## src/rtl/seq_detector_param.sv

```systemverilog
// Serial bit-pattern detector with a programmable pattern and length, overlap control,
// a combinational Mealy match, a registered match copy and a saturating match counter.
module seq_detector_param #(
  parameter int             PAT_W   = 4,
  parameter logic [PAT_W-1:0] PATTERN = 4'b1010,
  parameter int             CNT_W   = 8
) (
  input  logic                         clk,
  input  logic                         rst,
  input  logic                         in_valid,
  input  logic                         in,
  input  logic                         overlap,
  input  logic                         cfg_load,
  input  logic [PAT_W-1:0]             cfg_pattern,
  input  logic [$clog2(PAT_W+1)-1:0]   cfg_len,
  output logic                         match,
  output logic                         match_q,
  output logic [CNT_W-1:0]             match_cnt
);
  localparam int LW = $clog2(PAT_W+1);

  logic [PAT_W-2:0] hist;
  logic [LW-1:0]    fill, len, len_n;
  logic [PAT_W-1:0] pat, cand, mask;
  logic             hit;

  always_comb begin
    cand = {hist, in};
    mask = '0;
    for (int i = 0; i < PAT_W; i++)
      if (LW'(i) < len) mask[i] = 1'b1;
    hit = in_valid & ~cfg_load & rst & (fill >= len - 1'b1) &
          (((cand ^ pat) & mask) == '0);
  end

  // Programmed length is clamped into 1..PAT_W so the mask is never empty.
  always_comb begin
    len_n = cfg_len;
    if (cfg_len == '0)               len_n = LW'(1);
    else if (cfg_len > LW'(PAT_W))   len_n = LW'(PAT_W);
  end

  assign match = hit;

  always_ff @(posedge clk) begin
    if (!rst) begin
      pat       <= PATTERN;
      len       <= LW'(PAT_W);
      hist      <= '0;
      fill      <= '0;
      match_q   <= 1'b0;
      match_cnt <= '0;
    end else begin
      match_q <= hit;
      if (hit && !(&match_cnt)) match_cnt <= match_cnt + 1'b1;
      if (cfg_load) begin
        pat  <= cfg_pattern;
        len  <= len_n;
        hist <= '0;
        fill <= '0;
      end else if (in_valid) begin
        if (hit && !overlap) begin
          // non-overlapping: the matched bits are consumed
          hist <= '0;
          fill <= '0;
        end else begin
          hist <= cand[PAT_W-2:0];
          if (fill != LW'(PAT_W-1)) fill <= fill + 1'b1;
        end
      end
    end
  end
endmodule

```

## config.mk

```make
export PLATFORM = sky130hd
export DESIGN_NAME = seq_detector_param
export DESIGN_NICKNAME = d
export VERILOG_FILES = /design/src/rtl/seq_detector_param.sv
export SDC_FILE = /design/constraint.sdc
export NUM_CORES = 1
export LEC_CHECK = 0
export CORE_MARGIN = 2
export CORE_UTILIZATION = 25
export CTS_BUF_LIST = sky130_fd_sc_hd__clkbuf_16
export CTS_CLUSTER_DIAMETER = 30
export DETAILED_ROUTE_END_ITERATION = 8
export GPL_TIMING_DRIVEN = 0
export PLACE_DENSITY = 0.44
export SETUP_SLACK_MARGIN = 0.02
export SYNTH_ARGS = -nofsm -noshare
export SYNTH_HDL_FRONTEND = slang
export SYNTH_SLANG_ARGS = --single-unit
export TNS_END_PERCENT = 10
```

## constraint.sdc

```tcl
create_clock -name clk -period 3.38 [get_ports clk]
set_clock_uncertainty 0.15 [all_clocks]
set_input_delay 0.676 -clock clk [delete_from_list [all_inputs] [get_ports clk]]
set_output_delay 0.676 -clock clk [all_outputs]
set_load 0.1 [all_outputs]
```

==> flow_summary.yaml <==
outcome:
  run_status: "completed"
timing:
  layout_min_cycle_time_ns: 3.18
  totalNegativeSetupSlack_ns: 0
  unrepaired_setup_endpoints_after_global_routing: "no"
  final.hold.worst_slack_ns: 0.330
  timing.final.setup_violations: 0
  worst_slack_ns: 0.201
  timing.final.crit_share: 0.941
  slew_at_the_pin_closest_to_its_max_slew_limit_ns: 0.973
  timing.max_slew.rel_slack: 0.349
  clock.fmax_ghz: 0.315
  hold_viol_final: 0
  final-max-slew-violation-count: 0
worst_setup_path:
  worstPathMaxFanout: 10
  critical_path_depth: 11
  ff2ff_setup_slack_ns: 0.77
  worst_ep_required_time_ns: 2.55
  worst_setup_path_endpoint: "match"
  reg2regPathDepth: 11
  critPathLaunchType: "flop"
  critical-path-top-cell-by-count: "ha_1"
  crit_path_cell_trace: "inv_1 -> ha_1 -> xnor2_1 -> ha_1 -> nand2_1 -> o21ai_1 -> nand4_1 -> buf_6 -> buf_2 -> nor2_4 -> buf_12"
  arrival_ns: 2.35
  slowest_delay_ns: 0.37
  setup.worst_path.class: "reg -> out"
  worstPathBufferInverterCount: 4
  crit_path_top_delay_cell: "dfxtp_4"
  worstSetupStartpoint: "len[0]"
  critical_path.reg2reg.startpoint: "len[0]"
  worst_setup_path_end_kind: "primary output"
  reg2reg_to: "match_cnt[4]"
  timing.critical_path.max_delay_family: "buffers and inverters"
clock_tree:
  cts-root-to-sink-buffers: 2
  tritoncts: "built"
  worst_setup_hold_path_clk_slew_ns: 0.06
  maximum_level_of_the_cts_h_tree: 1
  cts.hold.buffers_added: 0
  tritoncts_num_sinks: 22
  clock_insertion_delay_worst_skew_ns: 0.25
  tritoncts.num_buffers: 3
  cts.root.buffer_cell: "clkbuf_16"
synth:
  post_synth_arst_share: 0
  synth-main-ff-cell: "dfxtp_1"
  count_of_warnings_emitted_by_yosys: 0
  synth.ff_latch_count: 22
  cell_variety_after_synth: 35
  synth_fp_nets: 159
  netlist_instances: 138
  synth.cell_area_um2: 1210
  synth-edff-count: 0
  synth.yosys.seq_area_share: 0.364
  synth.avg_cell_area_um2: 8.78
die:
  design.portCount: 23
  die-width_um: 73.6
  coreArea_um2: 4690
  die_outline_height_um: 73.6
  placementRows: 25
  die_area_um2: 5420
  floorplan.initialDensity: 0.258
placement:
  io_buffer_count: 20
  dpl_worst_slack_ns: -0.685
  place_congestion: 0.814
  numPlacedInstances: 212
  dp_hpwl_um: 2070
global_routing:
  maximum_number_of_pins_on_one_net_before_global_route_repair: 14
  grt.total_usage: 0.111
  grt_first_pass_wirelength_um: 4740
  globalRouteOverflowTotal: 0
  number_of_global_route_vias_before_repair: 1038
  grt_antenna_before_repair: 0
drt:
  antenna_left: 0
  dr.pass1.iters: 4
  num_vias: 1074
  wl_per_cell_um: 12.8
  via_per_inst: 4.93
  drt_first_iter_violations: 27
  postRouteWirelength_um: 2780
  drc_errors: 0
finish:
  filler_cell_count: 485
  stdcell_count: 218
  drive_gt1_frac: 0.104
  area.growth.synth_to_final_pct: 34.4
  design.final.nets: 186
  diodes: 0
  final_util: 0.347
power_and_ir_drop:
  power_density_nw_per_um2: 410
  cell_internal_pwr_mw: 0.532
  standby_leakage_power_nw: 0.612
  p_switching_mw: 0.135
  sequentialPowerShare: 0.407
  share_clk_of_total_power: 0.502
  power.share.combinational: 0.092
  netSwitchingFraction: 0.202
  ir_worst_vdd_mv: 0.183
flow_run:
  maxCapViolations: 0
worst_hold_path:
  hold_wc_path_type: "reg -> reg"
==> state kept, by name, summed over array words and instances (netlist names) <==
name	cells
match_q	1
pat	4
hist	3
match_cnt	8
len	3
fill	3
==> per-layer routing <==
layer | up-vias | wire length (µm) | global-route usage
li1 | 544 | - | -
met1 | 492 | 1250 | 0.139
met2 | 35 | 1340 | 0.191
met3 | 3 | 182 | 0.0247
met4 | 0 | 18 | 0.0263
met5 | - | 0 | 0
==> power groups by stage <==
| stage | logic, mW | registers [mW] | clock network [mW] |
|---|---|---|---|
| finish | 0.0611 | 0.271 | 0.335 |
| global route | 0.0696 | 0.272 | 0.352 |
| detailed placement | 0.0615 | 0.278 | 0 |
| floorplan | 0.0383 | 0.276 | 0 |
| CTS | 0.0621 | 0.272 | 0.342 |
| global placement | 0.0598 | 0.277 | 0 |
==> layout by cell type, fill, tap and decap left out, types with 2 or more instances in the layout <==
cell type        Yosys  final
clkdlybuf4s50_1      0     19
xnor2_1              3      3
a21oi_1              9      9
nand2_1             18     18
nor3_1               4      4
nand4_1              3      3
buf_2                3      2
mux2i_1              9      9
and3_1               2      2
o22ai_1              3      3
nand2b_1             3      3
nand3_1              2      2
clkbuf_1             3      3
o211ai_1             3      3
buf_4                0      2
o41ai_1              3      3
ha_1                 8      8
and2_1               4      4
o311ai_0             3      3
o31ai_1              2      2
xor2_1               2      2
dfxtp_1             22     20
clkbuf_16            0      3
or4_1                2      2
nor2b_1              4      4
buf_6                1      2
inv_1                9      9
==> cell type report <==
type / count / area (µm²) / share of cell area
buffer: 7 / 43.8 / 0.0269
clock buffer: 3 / 75.1 / 0.0461
clock inverter: 1 / 30.0 / 0.0184
inverter: 9 / 33.8 / 0.0208
multi-input combinational: 100 / 707 / 0.434
sequential: 22 / 445 / 0.274
tap: 54 / 67.6 / 0.0415
timing repair buffer: 22 / 225 / 0.138
==> tightest hold or removal path, stage by stage (launching register included) <==
cell     delay (ns)
dfxtp_1        0.32
nand2_1        0.06
a21oi_1        0.05
==> worst min-delay path by stage <==
stage             from      end  slack (ns)  cells after the start
6_report       hist[2]  hist[2]        0.33                      2
5_1_grt        hist[2]  hist[2]        0.36                      2
4_1_cts        hist[2]  hist[2]        0.33                      2
3_5_place_dp   hist[2]  hist[2]        0.32                      2
3_3_place_gp   hist[2]  hist[2]        0.32                      2
2_1_floorplan  hist[2]  hist[2]        0.30                      2
==> cell families after synthesis <==
logic type      synth area share
compound gates             0.180
xor+xnor                  0.0362
fa+ha+maj                 0.0826
buf+inv                   0.0589
flops                      0.364
mux                       0.0744
simple gates               0.205
==> synth_stat cells (3+ instances only) <==
cell type	number	area, µm²
nand2b_1	3	18.8
buf_2	3	15.0
o41ai_1	3	26.3
xnor2_1	3	26.3
o311ai_0	3	26.3
dfxtp_1	22	440
nand2_1	18	67.6
and2_1	4	25.0
a21oi_1	9	45.0
nor3_1	4	20.0
o211ai_1	3	22.5
clkbuf_1	3	11.3
inv_1	9	33.8
nor2b_1	4	25.0
mux2i_1	9	90.1
ha_1	8	100
o22ai_1	3	18.8
nand4_1	3	18.8
==> stage by stage <==
stage	total power [mW]	instance area, µm²
floorplan	0.314	1210
global placement	0.337	1480
detailed placement	0.339	1480
CTS	0.676	1600
global route	0.694	1630
finish	0.667	1630
==> timing repair <==
item	in CTS	in global routing
pin swaps	0	1
endpoints found under the setup margin	1	1
setup buffers	0	2
gates resized for setup	11	5
No activity file was read; power rests on OpenSTA's default activity.
